**config.mk**
```make
export PLATFORM = sky130hd
export DESIGN_NAME = pla_onset_scanner
export DESIGN_NICKNAME = d
export VERILOG_FILES = /design/src/rtl/pla_onset_scanner.sv
export SDC_FILE = /design/constraint.sdc
export NUM_CORES = 1
export LEC_CHECK = 0
export BUFFER_PORTS_ARGS = -buffer_cell sky130_fd_sc_hd__buf_2
export CORE_MARGIN = 4
export CORE_UTILIZATION = 40
export DETAILED_ROUTE_END_ITERATION = 12
export GPL_ROUTABILITY_DRIVEN = 0
export PLACE_DENSITY = 0.68
export SLEW_MARGIN = 5
export SYNTH_ARGS = -nofsm -noshare
export SYNTH_HDL_FRONTEND = slang
export SYNTH_SLANG_ARGS = --single-unit
export TNS_END_PERCENT = 50
```
**constraint.sdc**
```tcl
create_clock -name clk -period 5.7 [get_ports clk]
set_input_delay 0 -clock clk [delete_from_list [all_inputs] [get_ports clk]]
set_output_delay 0 -clock clk [all_outputs]
set_load 0.05 [all_outputs]
```
**src/rtl/pla_onset_scanner.sv**
```systemverilog
// Drives every input vector into a single-output PLA and streams each on-set minterm out.
// Accumulates count/first/last/XOR of the on-set; stalls the walk under output backpressure.
module pla_onset_scanner #(
    parameter int N_IN  = 12,
    parameter int CNT_W = 13
) (
    input  logic             clk,
    input  logic             rst_n,
    input  logic             start,
    input  logic             abort,
    output logic [N_IN-1:0]  vec_o,
    input  logic             y_i,
    output logic             m_valid,
    output logic [N_IN-1:0]  m_data,
    input  logic             m_ready,
    output logic             busy,
    output logic             done,
    output logic [CNT_W-1:0] onset_count,
    output logic             any_on,
    output logic [N_IN-1:0]  first_min,
    output logic [N_IN-1:0]  last_min,
    output logic [N_IN-1:0]  xor_acc
);

    typedef enum logic [1:0] {IDLE, SCAN, DRAIN, DONE} state_t;

    state_t state, state_nxt;
    logic   slot_free;
    logic   accept;
    logic   advance;
    logic   last_vec;

    assign slot_free = !m_valid || m_ready;
    assign last_vec  = &vec_o;
    // A stalled on-set vector must not advance, otherwise its minterm would be lost.
    assign accept    = (state == SCAN) && !abort && y_i && slot_free;
    assign advance   = (state == SCAN) && !abort && (!y_i || slot_free);
    assign busy      = (state == SCAN) || (state == DRAIN);
    assign done      = (state == DONE);

    always_ff @(posedge clk or negedge rst_n) begin
        if (!rst_n) state <= IDLE;
        else        state <= state_nxt;
    end

    always_comb begin
        state_nxt = state;
        case (state)
            IDLE:  if (start) state_nxt = SCAN;
            SCAN: begin
                if (abort)                    state_nxt = IDLE;
                else if (advance && last_vec) state_nxt = DRAIN;
            end
            DRAIN: begin
                if (abort)          state_nxt = IDLE;
                else if (slot_free) state_nxt = DONE;
            end
            DONE:  state_nxt = IDLE;
            default: state_nxt = IDLE;
        endcase
    end

    always_ff @(posedge clk or negedge rst_n) begin
        if (!rst_n) begin
            vec_o       <= '0;
            m_valid     <= 1'b0;
            m_data      <= '0;
            onset_count <= '0;
            any_on      <= 1'b0;
            first_min   <= '0;
            last_min    <= '0;
            xor_acc     <= '0;
        end else begin
            case (state)
                IDLE: begin
                    if (start) begin
                        vec_o       <= '0;
                        onset_count <= '0;
                        any_on      <= 1'b0;
                        first_min   <= '0;
                        last_min    <= '0;
                        xor_acc     <= '0;
                    end
                end
                SCAN: begin
                    if (abort) begin
                        m_valid <= 1'b0;
                    end else begin
                        if (m_valid && m_ready) m_valid <= 1'b0;
                        if (accept) begin
                            m_data      <= vec_o;
                            m_valid     <= 1'b1;
                            onset_count <= onset_count + CNT_W'(1);
                            xor_acc     <= xor_acc ^ vec_o;
                            last_min    <= vec_o;
                            if (!any_on) begin
                                first_min <= vec_o;
                                any_on    <= 1'b1;
                            end
                        end
                        // The all-ones vector stays on the bus through DRAIN.
                        if (advance && !last_vec) vec_o <= vec_o + N_IN'(1);
                    end
                end
                DRAIN: begin
                    if (abort || m_ready) m_valid <= 1'b0;
                end
                default: ;
            endcase
        end
    end

endmodule

```
=== After elaboration in Yosys (flattened, before gate mapping) ===
Index checks and enable logic that the tools add are counted.

* Word-level logic and storage cells: 83
* Bits in registers: 77
* Bits of input ports: 6
* Output and inout bits: 77

* Equality and inequality tests: 12
* Mux-type cells: 33
* Bitwise logic cells: 2
* Reductions and logical operators: 25
* Add/sub/neg operators: 2

{| class="wikitable"
|+ Operator list
! kind !! number
|-
| 12-bit 2-to-1 mux || 10
|-
| 12-bit case mux with 2 select lines || 4
|-
| 13-bit 2-to-1 mux || 3
|-
| 13-bit case mux with 2 select lines || 1
|-
| 13-bit by 1-bit adder with 13-bit output, second input constant || 1
|-
| 12-bit by 1-bit adder with 12-bit output, second input constant || 1
|-
| 12-bit AND reduction || 1
|-
| 12-bit bitwise XOR || 1
|-
| 2-bit 2-to-1 mux || 5
|-
| 3-bit AND reduction || 3
|-
| 2-bit inequality test, second input constant || 4
|-
| 2-bit case mux with 4 select lines || 1
|-
| 4-bit AND reduction || 2
|-
| 1-bit logical AND || 7
|-
| 1-bit 2-to-1 mux || 7
|-
| 5-bit AND reduction || 1
|-
| 2-bit equality test, second input constant || 2
|-
| 1-bit logical NOT || 4
|-
| 1-bit logical OR || 4
|-
| 2-bit by 1-bit inequality test with 1-bit output, second input constant || 2
|-
| 4-bit by 3-bit inequality test with 1-bit output, second input constant || 1
|-
| 1-bit case mux with 2 select lines || 2
|-
| 2-bit nonzero test || 2
|-
| 3-bit by 2-bit inequality test with 1-bit output, second input constant || 1
|-
| other kinds (4) || 4
|}

=== Depth between registers and ports, before layout ===
* Depth after elaboration: 8
* Gate-level depth with buffers: 9
* Mapped depth without buffers: 7

=== Worst setup path before layout ===
Ideal clock, no wire load.

* Path kind: reg-to-reg
* From: reg vec_o[0]
* To: reg state[1]
* Slack: 3.271 ns
* Stages on the path, launching flop included: 7
* Library setup time: 0.127 ns
* Buffers on the path: 0
* Required time: 5.573 ns
* Period minus slack after synthesis: 2.429 ns
* Data arrival time: 2.302 ns
* Cell sequence: dfrtp_1 > ha_1 > nand4_1 > or3_4 > o31ai_1 > o311a_2 > mux2_1

* Cells in the longest elaborated chain, start to end: 4

{| class="wikitable"
|+ RTL lines
! item !! line !! source
|-
| start: declaration || 11 || <nowiki>output logic [N_IN-1:0] vec_o,</nowiki>
|-
| start signal: assignment || 102 || <nowiki>if (advance && !last_vec) vec_o <= vec_o + N_IN'(1);</nowiki>
|-
| 12-bit AND reduction || 34 || <nowiki>assign last_vec = &vec_o;</nowiki>
|-
| 1-bit logical AND || 52 || <nowiki>else if (advance && last_vec) state_nxt = DRAIN;</nowiki>
|-
| 3-bit by 2-bit inequality test with 1-bit output (no line) || n/a ||
|-
| 3-bit AND reduction (no line) || n/a ||
|-
| end signal: assignment || 43 || <nowiki>else state <= state_nxt;</nowiki>
|-
| end: declaration || 27 || <nowiki>state_t state, state_nxt;</nowiki>
|}

No other way between the ends.
A chain may end at the register's enable or synchronous reset.

=== Final worst setup path ===
* From: reg state[1]
* To: reg onset_count[4]

* Cells in the longest elaborated chain, start to end: 6
* Elaborated cells between the ends (all ways): 11
* Those cells by class: eq/ne: 4; mux: 1; reduce/logical: 6

{| class="wikitable"
|+ RTL lines
! item !! line !! source
|-
| 2-bit by 1-bit equality test with 1-bit output || 36, 74 ||
|-
| 1-bit logical AND (3 in series) || 36 || <nowiki>assign accept = (state == SCAN) && !abort && y_i && slot_free;</nowiki>
|-
| 2-bit inequality test (no line) || n/a ||
|-
| 4-bit AND reduction (no line) || n/a ||
|-
| end signal: assignment || 93 || <nowiki>onset_count <= onset_count + CNT_W'(1);</nowiki>
|-
| end: declaration || 18 || <nowiki>output logic [CNT_W-1:0] onset_count,</nowiki>
|}

Several ways; a longest one is shown, not always the timed one.

==> impl_metrics.py <==
metrics = {
    "status": {
        "outcome": "completed",
    },
    "timing": {
        "maxSlewHeadroom": 0.309,
        "period_needed_ns": 2.91,
        "period_share": 0.511,
        "finalHoldViolations": 0,
        "setup_viol": 0,
        "worstMarginPinSlew_ns": 1.04,
        "clock.fmax_mhz": 343,
        "rsz0062_at_grt": "false",
        "worst_slack_ns": 2.79,
        "setup-tns-final_ns": 0,
        "timing.hold.ws_ns": 0.0297,
        "fin_worst_skew_ns": 0.0125,
        "slew_viol_final": 0,
    },
    "worst_setup_path": {
        "critPathSlowestCell": "a31oi_2",
        "reg2reg_depth": 8,
        "path_depth": 8,
        "worst-path-max-fanout": 37,
        "cp_top_family": "compound AO/OA/AOI/OAI gates",
        "cp_cell_sequence": "inv_1 > ha_1 > buf_4 > and2b_1 > a31oi_2 > or2_2 > o21ai_0 > o31ai_1",
        "required_ns": 5.94,
        "crit_buf_inv": 2,
        "startpoint_type": "flip-flop",
        "critPathCaptureType": "flip-flop",
        "worstPathArrival_ns": 3.16,
        "cp_slowest_stage_delay_ns": 0.79,
        "path_class": "flip-flop to flip-flop",
    },
    "route": {
        "firstDrtPassIters": 4,
        "routedWlPerCell_um": 16.4,
        "drt-initial-drc-count": 180,
        "vias": 2953,
        "drcViolationCount": 0,
        "totalWireLength_um": 9090,
        "via_per_inst": 5.34,
        "ant_nets": 0,
    },
    "floorplanning": {
        "core_um2": 8850,
        "chipHeight_um": 104,
        "rows": 34,
        "pin_count": 83,
        "initial_utilization": 0.417,
        "fp.dieW_um": 104,
        "die_area_um2": 10800,
    },
    "synthesis": {
        "synth_nets": 378,
        "synth_cells": 365,
        "synth_top_area_frac": 0.522,
        "ys_async_sr_fraction": 1.00,
        "syn_avg_cell_area_um2": 10.1,
        "yosysTopAreaCell": "dfrtp_1",
        "ys_seq_area_frac": 0.522,
        "yosysWarnings": 0,
        "synth_flop_cell": "dfrtp_1",
        "synth_compound_area_frac": 0.131,
        "yosys.area_share.simple": 0.201,
        "ys_seq_elements": 77,
        "synth_cell_types": 46,
        "synth.mux.area_fraction": 0.0437,
        "synth_adder_area_share": 0.0237,
        "synth_area_um2": 3690,
        "synth_top_family_by_area": "simple AND/OR/NAND/NOR gates",
        "synth-edff-count": 0,
        "synth_xor_area_frac": 0.0451,
        "synth.area.top_cells": "dfrtp_1, o21ai_0, xnor2_1",
    },
    "power": {
        "intPower_mw": 1.22,
        "powerDensity_nw_per_um2": 537,
        "power.net_switching_mw": 1.15,
        "p_sw_frac": 0.485,
        "peakVddDrop_mv": 0.359,
        "power_mw": 2.38,
        "pwr-share-comb": 0.470,
        "power.share.clock": 0.207,
        "power.leakage_nw": 2.14,
        "seqPwrFrac": 0.322,
    },
    "worst_hold_path": {
        "holdPathStages": 3,
        "hp-class": "primary input to flip-flop",
    },
    "clocking": {
        "clock_path_buffers": 2,
        "numCtsBuffers": 9,
        "clock-sinks": 77,
        "cts_root_buffer": "clkbuf_8",
        "insertion_delay_ns": 0.34,
        "cts_tree": "done",
        "cts.htree.levels": 3,
        "path_clk_slew_ns": 0.08,
    },
    "final_layout": {
        "areaGrowthSynthToFinish_pct": 19.8,
        "nets": 453,
        "diodes": 0,
        "drive_above_1_share": 0.272,
        "finish.instance_area_um2": 4420,
    },
    "global_routing": {
        "grt_pass1_wl_um": 15100,
        "overflow": 0,
        "antenna_found_initial": 0,
        "grtUsageTotal": 0.172,
        "grt_start_max_net_pins": 78,
        "grt_pass1_vias": 2828,
    },
    "flow_run": {
        "maxCapViolations": 0,
    },
    "placement": {
        "placed_area_um2": 4170,
        "place_hpwl_um": 6260,
        "io_buffers": 82,
        "dpl_worst_slack_ns": 2.79,
    },
}
==> power groups by stage <==
stage	logic [mW]	clock network, mW	registers, mW
after CTS	1.12	0.501	0.767
after detailed placement	1.12	0	0.778
after floorplan	0.557	0	1.09
after global routing	1.21	0.527	0.783
final	1.12	0.492	0.766
after global placement	1.10	0	0.772
==> cell usage after synthesis, types with 2 or more instances <==
cell and count:
mux2_2 12, xnor2_1 19, nor2_1 28, or3_1 3, o21ai_0 42, a21o_1 2, ha_1 7, nand3b_1 3
nor2b_1 3, buf_6 2, nor3_1 4, o31ai_1 21, nand3_1 16, clkbuf_1 17, nand2b_1 4, nand2_1 42
nand4_1 4, dfrtp_1 77, o221ai_1 2, nor4_1 5, nor3b_1 12, and3_1 3, or2_2 2, and2_1 6
inv_1 7, a22o_1 2
==> through the flow <==
stage          std cells   util
4_1_cts              553  0.500
3_5_place_dp         536  0.472
2_1_floorplan        365      -
5_1_grt              553  0.500
6_report             553  0.500
3_3_place_gp         536  0.472
==> path summary, 6_finish.rpt <==
check                                 start        endpoint  slack, ns
min in group asynchronous             rst_n       m_data[5]       0.35
worst min-delay path                  abort         m_valid       0.03
worst max register to register     state[1]  onset_count[4]       2.79
max in group asynchronous             rst_n    first_min[2]       4.74
worst min register to register  last_min[8]     last_min[8]       0.49
worst max-delay path               state[1]  onset_count[4]       2.79
==> tightest hold or removal path, stage by stage <==
cell     delay [ns]
buf_2          0.14
a21oi_1        0.06
a21o_1         0.15
==> cells by family after synthesis <==
family	count (synthesis)
simple gates	143
compound gates	77
flops	77
buf+inv	28
xor+xnor	19
mux	14
fa+ha+maj	7
==> per-layer routing <==
metal / global-route usage / vias to the layer above / part of all wire
met5: 0 / - / 0
met3: 0.0441 / 7 / 0.060
met1: 0.249 / 1418 / 0.48
li1: - / 1436 / -
met2: 0.252 / 92 / 0.44
met4: 0.0532 / 0 / 0.011
==> registers in the layout (all words and copies together) (netlist names) <==
name / flops
state: 2
last_min: 12
any_on: 1
onset_count: 13
m_valid: 1
xor_acc: 12
vec_o: 12
first_min: 12
m_data: 12
==> cell usage in the layout, fill, tap and decap left out, drive strengths merged, types with 5 or more instances in the layout <==
cell type / n
nor3: 5
o21ai: 42
clkbuf: 10
mux2: 14
and2: 6
nor4: 5
ha: 7
nand2: 42
o31ai: 21
nor2: 28
nand3: 16
buf: 84
inv: 7
dfrtp: 77
nor3b: 12
xnor2: 19
==> cell type report <==
type	count	area [µm²]
inverter	7	26.3
clock inverter	6	111
clock buffer	10	128
timing repair buffer	85	438
tap	108	135
fill	849	4430
multi-input combinational	260	1660
sequential	77	1930
==> repair_timing <==
item | CTS | global route
gates resized for setup | 0 | 0
setup buffers | 0 | 0
setup endpoints to repair | 0 | 0
endpoints found under the hold margin | 77 | 0
hold buffers | 1 | 0
Note: power is estimated with default switching activity, not from simulation.
